File: config.mk
export PLATFORM = sky130hd
export DESIGN_NAME = fetch_pc
export DESIGN_NICKNAME = d
export VERILOG_FILES = /design/src/rtl/fetch_pc.sv
export SDC_FILE = /design/constraint.sdc
export NUM_CORES = 1
export LEC_CHECK = 0
export ABC_CLOCK_PERIOD_IN_PS = 2800
export BUFFER_PORTS_ARGS = -buffer_cell sky130_fd_sc_hd__buf_2
export CAP_MARGIN = 15
export CORE_MARGIN = 2
export CORE_UTILIZATION = 40
export CTS_BUF_LIST = sky130_fd_sc_hd__clkbuf_2 sky130_fd_sc_hd__clkbuf_4 sky130_fd_sc_hd__clkbuf_8
export DETAILED_ROUTE_END_ITERATION = 10
export PLACE_DENSITY_LB_ADDON = 0.15
export SETUP_SLACK_MARGIN = 0.05
export SLEW_MARGIN = 10
export SYNTH_ARGS = -nofsm -noshare
export SYNTH_HDL_FRONTEND = slang
export SYNTH_SLANG_ARGS = --single-unit
File: constraint.sdc
create_clock -name i_clk -period 2.8 [get_ports i_clk]
set_input_delay 0.56 -clock i_clk [delete_from_list [all_inputs] [get_ports i_clk]]
set_output_delay 0.56 -clock i_clk [all_outputs]
set_load 0.05 [all_outputs]
File: src/rtl/fetch_pc.sv
// Fetch program counter with decode-stage PC/prediction registers.
// Optional 8-entry direct-mapped BTB compiled in with `define FETCH_BTB_EN.
module fetch_pc (
  input  logic        i_clk,
  input  logic        i_reset,
  input  logic        i_stall_fetch,
  input  logic        i_stall_decode,
  input  logic        i_flush_decode,
  input  logic        i_redirect,
  input  logic [31:0] i_redirect_pc,
  input  logic        i_br_update,
  input  logic [31:0] i_br_pc,
  input  logic        i_br_taken,
  input  logic [31:0] i_br_target,
  output logic [31:0] o_pc,
  output logic [31:0] o_pc_decode,
  output logic [31:0] o_pc4_decode,
  output logic        o_pred_taken_decode,
  output logic [31:0] o_pred_target_decode
);

  logic [31:0] pc_plus4;
  logic        pred_taken;
  logic [31:0] pred_next;
  logic [31:0] pc_next;

  assign pc_plus4 = o_pc + 32'd4;

`ifdef FETCH_BTB_EN
  logic [7:0]  btb_valid;
  logic [26:0] btb_tag    [8];
  logic [31:0] btb_target [8];
  logic [1:0]  btb_ctr    [8];
  logic [2:0]  rd_idx;
  logic [2:0]  wr_idx;
  logic        wr_hit;

  assign rd_idx = o_pc[4:2];
  assign wr_idx = i_br_pc[4:2];
  assign wr_hit = btb_valid[wr_idx] && (btb_tag[wr_idx] == i_br_pc[31:5]);

  // Lookup reads the arrays as they were before this edge's update.
  always_comb begin
    pred_taken = btb_valid[rd_idx] && (btb_tag[rd_idx] == o_pc[31:5]) &&
                 btb_ctr[rd_idx][1];
    pred_next  = pred_taken ? btb_target[rd_idx] : pc_plus4;
  end

  // Only the valid bits need reset; data fields are qualified by valid.
  always_ff @(posedge i_clk or negedge i_reset) begin
    if (!i_reset) begin
      btb_valid <= '0;
    end else if (i_br_update && !wr_hit && i_br_taken) begin
      btb_valid[wr_idx] <= 1'b1;
    end
  end

  always_ff @(posedge i_clk) begin
    if (i_br_update) begin
      if (wr_hit) begin
        if (i_br_taken) begin
          btb_ctr[wr_idx]    <= (btb_ctr[wr_idx] == 2'd3) ? 2'd3 : btb_ctr[wr_idx] + 2'd1;
          btb_target[wr_idx] <= {i_br_target[31:2], 2'b00};
        end else begin
          btb_ctr[wr_idx]    <= (btb_ctr[wr_idx] == 2'd0) ? 2'd0 : btb_ctr[wr_idx] - 2'd1;
        end
      end else if (i_br_taken) begin
        btb_tag[wr_idx]    <= i_br_pc[31:5];
        btb_target[wr_idx] <= {i_br_target[31:2], 2'b00};
        btb_ctr[wr_idx]    <= 2'd2;
      end
    end
  end

  logic unused_btb;
  assign unused_btb = ^{i_br_pc[1:0], i_br_target[1:0]};
`else
  always_comb begin
    pred_taken = 1'b0;
    pred_next  = pc_plus4;
  end

  logic unused_btb;
  assign unused_btb = ^{i_br_update, i_br_pc, i_br_taken, i_br_target};
`endif

  logic unused_redirect_bits;
  assign unused_redirect_bits = ^i_redirect_pc[1:0];

  // Redirect beats fetch stall; target is forced word-aligned.
  always_comb begin
    pc_next = pred_next;
    if (i_redirect) begin
      pc_next = {i_redirect_pc[31:2], 2'b00};
    end else if (i_stall_fetch) begin
      pc_next = o_pc;
    end
  end

  always_ff @(posedge i_clk or negedge i_reset) begin
    if (!i_reset) begin
      o_pc <= 32'd0;
    end else begin
      o_pc <= pc_next;
    end
  end

  // Loaded on the same edge the instruction memory latches memory[o_pc].
  always_ff @(posedge i_clk or negedge i_reset) begin
    if (!i_reset) begin
      o_pc_decode          <= 32'd0;
      o_pc4_decode         <= 32'd0;
      o_pred_taken_decode  <= 1'b0;
      o_pred_target_decode <= 32'd0;
    end else if (i_stall_decode) begin
      o_pc_decode          <= o_pc_decode;
      o_pc4_decode         <= o_pc4_decode;
      o_pred_taken_decode  <= o_pred_taken_decode;
      o_pred_target_decode <= o_pred_target_decode;
    end else if (i_flush_decode) begin
      o_pc_decode          <= 32'd0;
      o_pc4_decode         <= 32'd0;
      o_pred_taken_decode  <= 1'b0;
      o_pred_target_decode <= 32'd0;
    end else begin
      o_pc_decode          <= o_pc;
      o_pc4_decode         <= pc_plus4;
      o_pred_taken_decode  <= pred_taken;
      o_pred_target_decode <= pred_next;
    end
  end

endmodule

# After elaboration in Yosys (flattened, before gate mapping)

Cells that the tools add are included.

Bits in registers: 96
Word-level logic and storage cells: 9
Input bits: 104
Memory bits (writable): 0
Memories: 0
ROM bits: 0
Output and inout port bits: 129
Bits in latches: 0

Reductions and logical operators: 0
Multiplexer cells: 4
Eq/ne operators: 1
Bitwise logic cells: 0
$lt $le $gt $ge: 0
Div/mod/pow operators: 0
Add/subtract/negate cells: 1
Multiply operators: 0
Shifts and indexed selects: 0

Operator list:

| cell                                                   | count |
|---|---|
| 2-to-1 mux 32 bit                                      | 4 |
| adder 32 x 3 -> 32 bit (second input constant)         | 1 |
| inequality test 2 x 1 -> 1 bit (second input constant) | 1 |

# Logic depth before layout (Yosys ltp)

Depth in word-level cells: 3
Depth in mapped cells: 7
Depth with buffers taken out: 6

# Least setup slack after synthesis

No wires, ideal clock.

Path kind: flip-flop to flip-flop
Start point: register o_pc[2]
End point: register o_pc[24]
Period minus slack after synthesis: 2.364 ns
Data required time: 2.718 ns
Library setup time: 0.082 ns
Buffers on the path: 0
Path slack: 0.436 ns
Stages on the path, launching flop included: 7
Arrival time: 2.282 ns
Cells stage by stage: dfrtp_1 ha_1 nand3_2 nor3_1 nand4_1 or3_1 a31oi_1

Longest elaborated chain between the ends: 3

RTL lines:

| what                   | line | source |
|---|---|---|
| start, declared        | 15   | `output logic [31:0] o_pc,` |
| start signal, assigned | 104  | `o_pc <= pc_next;` |
| adder 32 x 3 -> 32 bit | 27   | `assign pc_plus4 = o_pc + 32'd4;` |
| 2-to-1 mux 32 bit      | 95   | `end else if (i_stall_fetch) begin` |
| 2-to-1 mux 32 bit      | 93   | `if (i_redirect) begin` |

No other way between the ends. The select of a mux whose other input is x is not followed.
A chain may end at the register's enable or synchronous reset.

# Worst setup path after layout

Start point: register o_pc[3]
End point: register o_pc[28]

The elaborated chain is that of the path after synthesis.

==> impl_metrics.py <==
metrics = {
    "run_status": {
        "outcome": "complete, no violations",
    },
    "finish": {
        "final_nets": 706,
        "n_fill_cell": 1073,
        "syn2layout_area_growth_pct": 18.5,
        "antennaDiodeCount": 0,
        "fin_cells": 749,
        "mostFrequentLayoutCell": "buf_2",
        "layout_common_cells": "buf_2, dfrtp_1, nand2_1",
        "drive_gt1_frac": 0.343,
    },
    "logic_synthesis": {
        "avgSynthCellArea_sq_um": 9.79,
        "ys_seq_elements": 91,
        "ys.flop_type": "dfrtp_1",
        "synth.yosys.seq_area_share": 0.475,
        "netlist_area_sq_um": 4800,
        "yosys_warnings": 0,
        "synth-edff-count": 0,
        "netlist_instances": 490,
        "async_flop_share": 1.00,
        "synth.distinct_cells": 41,
    },
    "power_and_ir_drop": {
        "leakagePower_nw": 2.76,
        "irDropWorstVdd_v": 0.000320,
        "p_per_area_nw_per_um2": 663,
    },
    "clocking": {
        "clkTransAtPathRegs_ps": 90,
        "cts_buffers": 9,
        "post-cts-setup-buffers": 0,
        "cts_tree": "built",
        "cts_resized": 0,
        "cts.path.max_buffers": 2,
        "clock_latency_ps": 370,
        "root_buffer": "clkbuf_8",
        "cts.hold.buffers_added": 0,
        "cts.sinks": 91,
        "ctsHtreeMaxLevel": 3,
    },
    "timing": {
        "slew_headroom": 0.583,
        "rsz0062_at_grt": "no",
        "setup_slack_ps": 549,
        "final_hold_viol_count": 0,
        "finalSetupViolCount": 0,
        "min_period_ps": 2250,
        "tightest_slew_ps": 620,
        "slew_violations": 0,
        "skew_ps": 7.88,
        "post-route-period-util": 0.804,
        "final.setup.tns_ps": 0,
        "max_clock_freq_mhz": 444,
    },
    "global_routing": {
        "antenna_found_initial": 0,
        "gr-total-overflow": 0,
        "grt_max_degree": 37,
        "grt_pass1_wl_mm": 20.0,
        "grt_pass1_vias": 3707,
        "track_usage": 0.198,
    },
    "floorplanning": {
        "coreArea_sq_um": 11600,
        "start_util": 0.415,
        "boundaryPins": 233,
        "fp-row-count": 39,
        "die-area_sq_um": 12900,
        "die_x_microns": 113,
        "fp.dieH_microns": 113,
    },
    "detailed_routing": {
        "post_drt_wl_per_cell_microns": 16.7,
        "via_count": 3825,
        "firstDrtPassIters": 4,
        "dr.first_iter.drc_count": 210,
        "ant_nets": 0,
        "drcViolationCount": 0,
        "wl_mm": 12.5,
        "via_per_inst": 5.11,
    },
    "critical_path": {
        "slowest_stage": "or3_1",
        "startpoint_type": "register",
        "cp_num_cells": 6,
        "worstSetupEndpoint": "o_pc[28]$_DFFE_PN0N_",
        "path_delay_family": "simple AND/OR/NAND/NOR gates",
        "r2r_start": "o_pc[3]$_DFFE_PN0N_",
        "worstRegToRegCells": 6,
        "cpPeakStageDelay_ps": 650,
        "path_cells": "ha_1 -> nand3_2 -> or3_1 -> nor4_2 -> xnor2_1 -> o21ai_1",
        "crit_start": "o_pc[3]$_DFFE_PN0N_",
        "critPathKind": "register to register",
        "r2r_setup_slack_ps": 550,
        "rr_endpoint": "o_pc[28]$_DFFE_PN0N_",
        "worst-path-buf-inv": 0,
        "endpoint_kind": "register",
        "required_ps": 3040,
        "path_max_fanout": 10,
        "cp.arrival_ps": 2490,
    },
    "placed_design": {
        "gp_congestion": 0.841,
        "portBuffers": 161,
        "place_inst": 733,
        "post-dp-hpwl_mm": 9.02,
        "pre_cts_slack_ps": 557,
    },
    "min_path": {
        "hold_class": "primary input to async pin",
    },
    "flow_run": {
        "drv_cap": 0,
    },
}
## state kept, by name, summed over array words and instances (netlist names)
signal and flops:
o_pc4_decode 30, o_pc_decode 31, o_pc 30
## stage by stage
step | utilization | hold WS (ps) | cell area (sq um) | power (mW)
2_1_floorplan | - | 264 | 4800 | 2.46
3_3_place_gp | 0.470 | 463 | 5440 | 2.70
3_5_place_dp | 0.470 | 473 | 5440 | 2.72
4_1_cts | 0.492 | 162 | 5690 | 3.80
5_1_grt | 0.492 | 179 | 5690 | 3.94
6_report | 0.492 | 145 | 5690 | 3.77
## power by group
part | internal (mW) | switching, mW | leakage, nW
clock | 0.625 | 0.462 | 0.127
combinational | 0.264 | 0.831 | 1.46
sequential | 1.43 | 0.155 | 1.17
## synthesized netlist by cell type (all sizes together) (2+ instances only)
library cell   n  share of area
dfrtp         91           0.47
nand2         65          0.051
buf           53          0.077
o21ai         48          0.050
a22o          36          0.066
xnor2         35          0.064
clkbuf        24          0.019
nand3         22          0.024
xor2          21          0.038
nand2b        17          0.022
nand4         15          0.021
nor2          13          0.010
nor3          10          0.013
nor4           9          0.025
o31ai          6         0.0094
and3           3         0.0039
inv            3         0.0023
or2            3         0.0039
and2           2         0.0026
or3            2         0.0026
or4            2         0.0039
## layout make-up
class	instances	area [sq um]	area share
flip-flops and latches	91	2280	0.401
well taps	143	179	0.0315
inverters	3	11.3	0.00198
multi-input cells	321	2060	0.362
clock inverters	5	100	0.0176
repair buffers	175	913	0.161
clock buffers	11	145	0.0255
## layer usage
| metal | global-route usage | vias up | wire [microns] |
|---|---|---|---|
| met3 | 0.0377 | 14 | 661 |
| met5 | 0 | - | 0 |
| li1 | - | 1865 | - |
| met1 | 0.278 | 1811 | 5910 |
| met4 | 0.0642 | 0 | 210 |
| met2 | 0.313 | 135 | 5730 |
## worst min-delay path by stage
stage / startpoint / endpoint / cells past startpoint
floorplan: i_reset / o_pc4_decode[10]$_DFFE_PN0N_ / 0
global placement: o_pc_decode[14]$_DFFE_PN0N_ / o_pc_decode[14]$_DFFE_PN0N_ / 2
detailed placement: o_pc_decode[10]$_DFFE_PN0N_ / o_pc_decode[10]$_DFFE_PN0N_ / 2
CTS: i_reset / o_pc[15]$_DFFE_PN0N_ / 1
global route: i_reset / o_pc[18]$_DFFE_PN0N_ / 1
finish: i_reset / o_pc4_decode[16]$_DFFE_PN0N_ / 1
## logic make-up (layout without fill, tap and decap cells)
| group | Yosys count | count (layout) | share of synthesized area |
|---|---|---|---|
| AND/OR/NAND/NOR | 169 | 169 | 0.193 |
| flip-flops | 91 | 91 | 0.475 |
| AO/OA/AOI/OAI | 91 | 91 | 0.127 |
| XOR/XNOR | 56 | 56 | 0.102 |
| other | 1 | 3 | 0.000782 |
| adder cells (fa/ha/maj) | 1 | 1 | 0.00261 |
| multiplexers | 1 | 1 | 0.00209 |
| buffers and inverters | 80 | 194 | 0.0978 |
(Power assumes the default switching activity.)
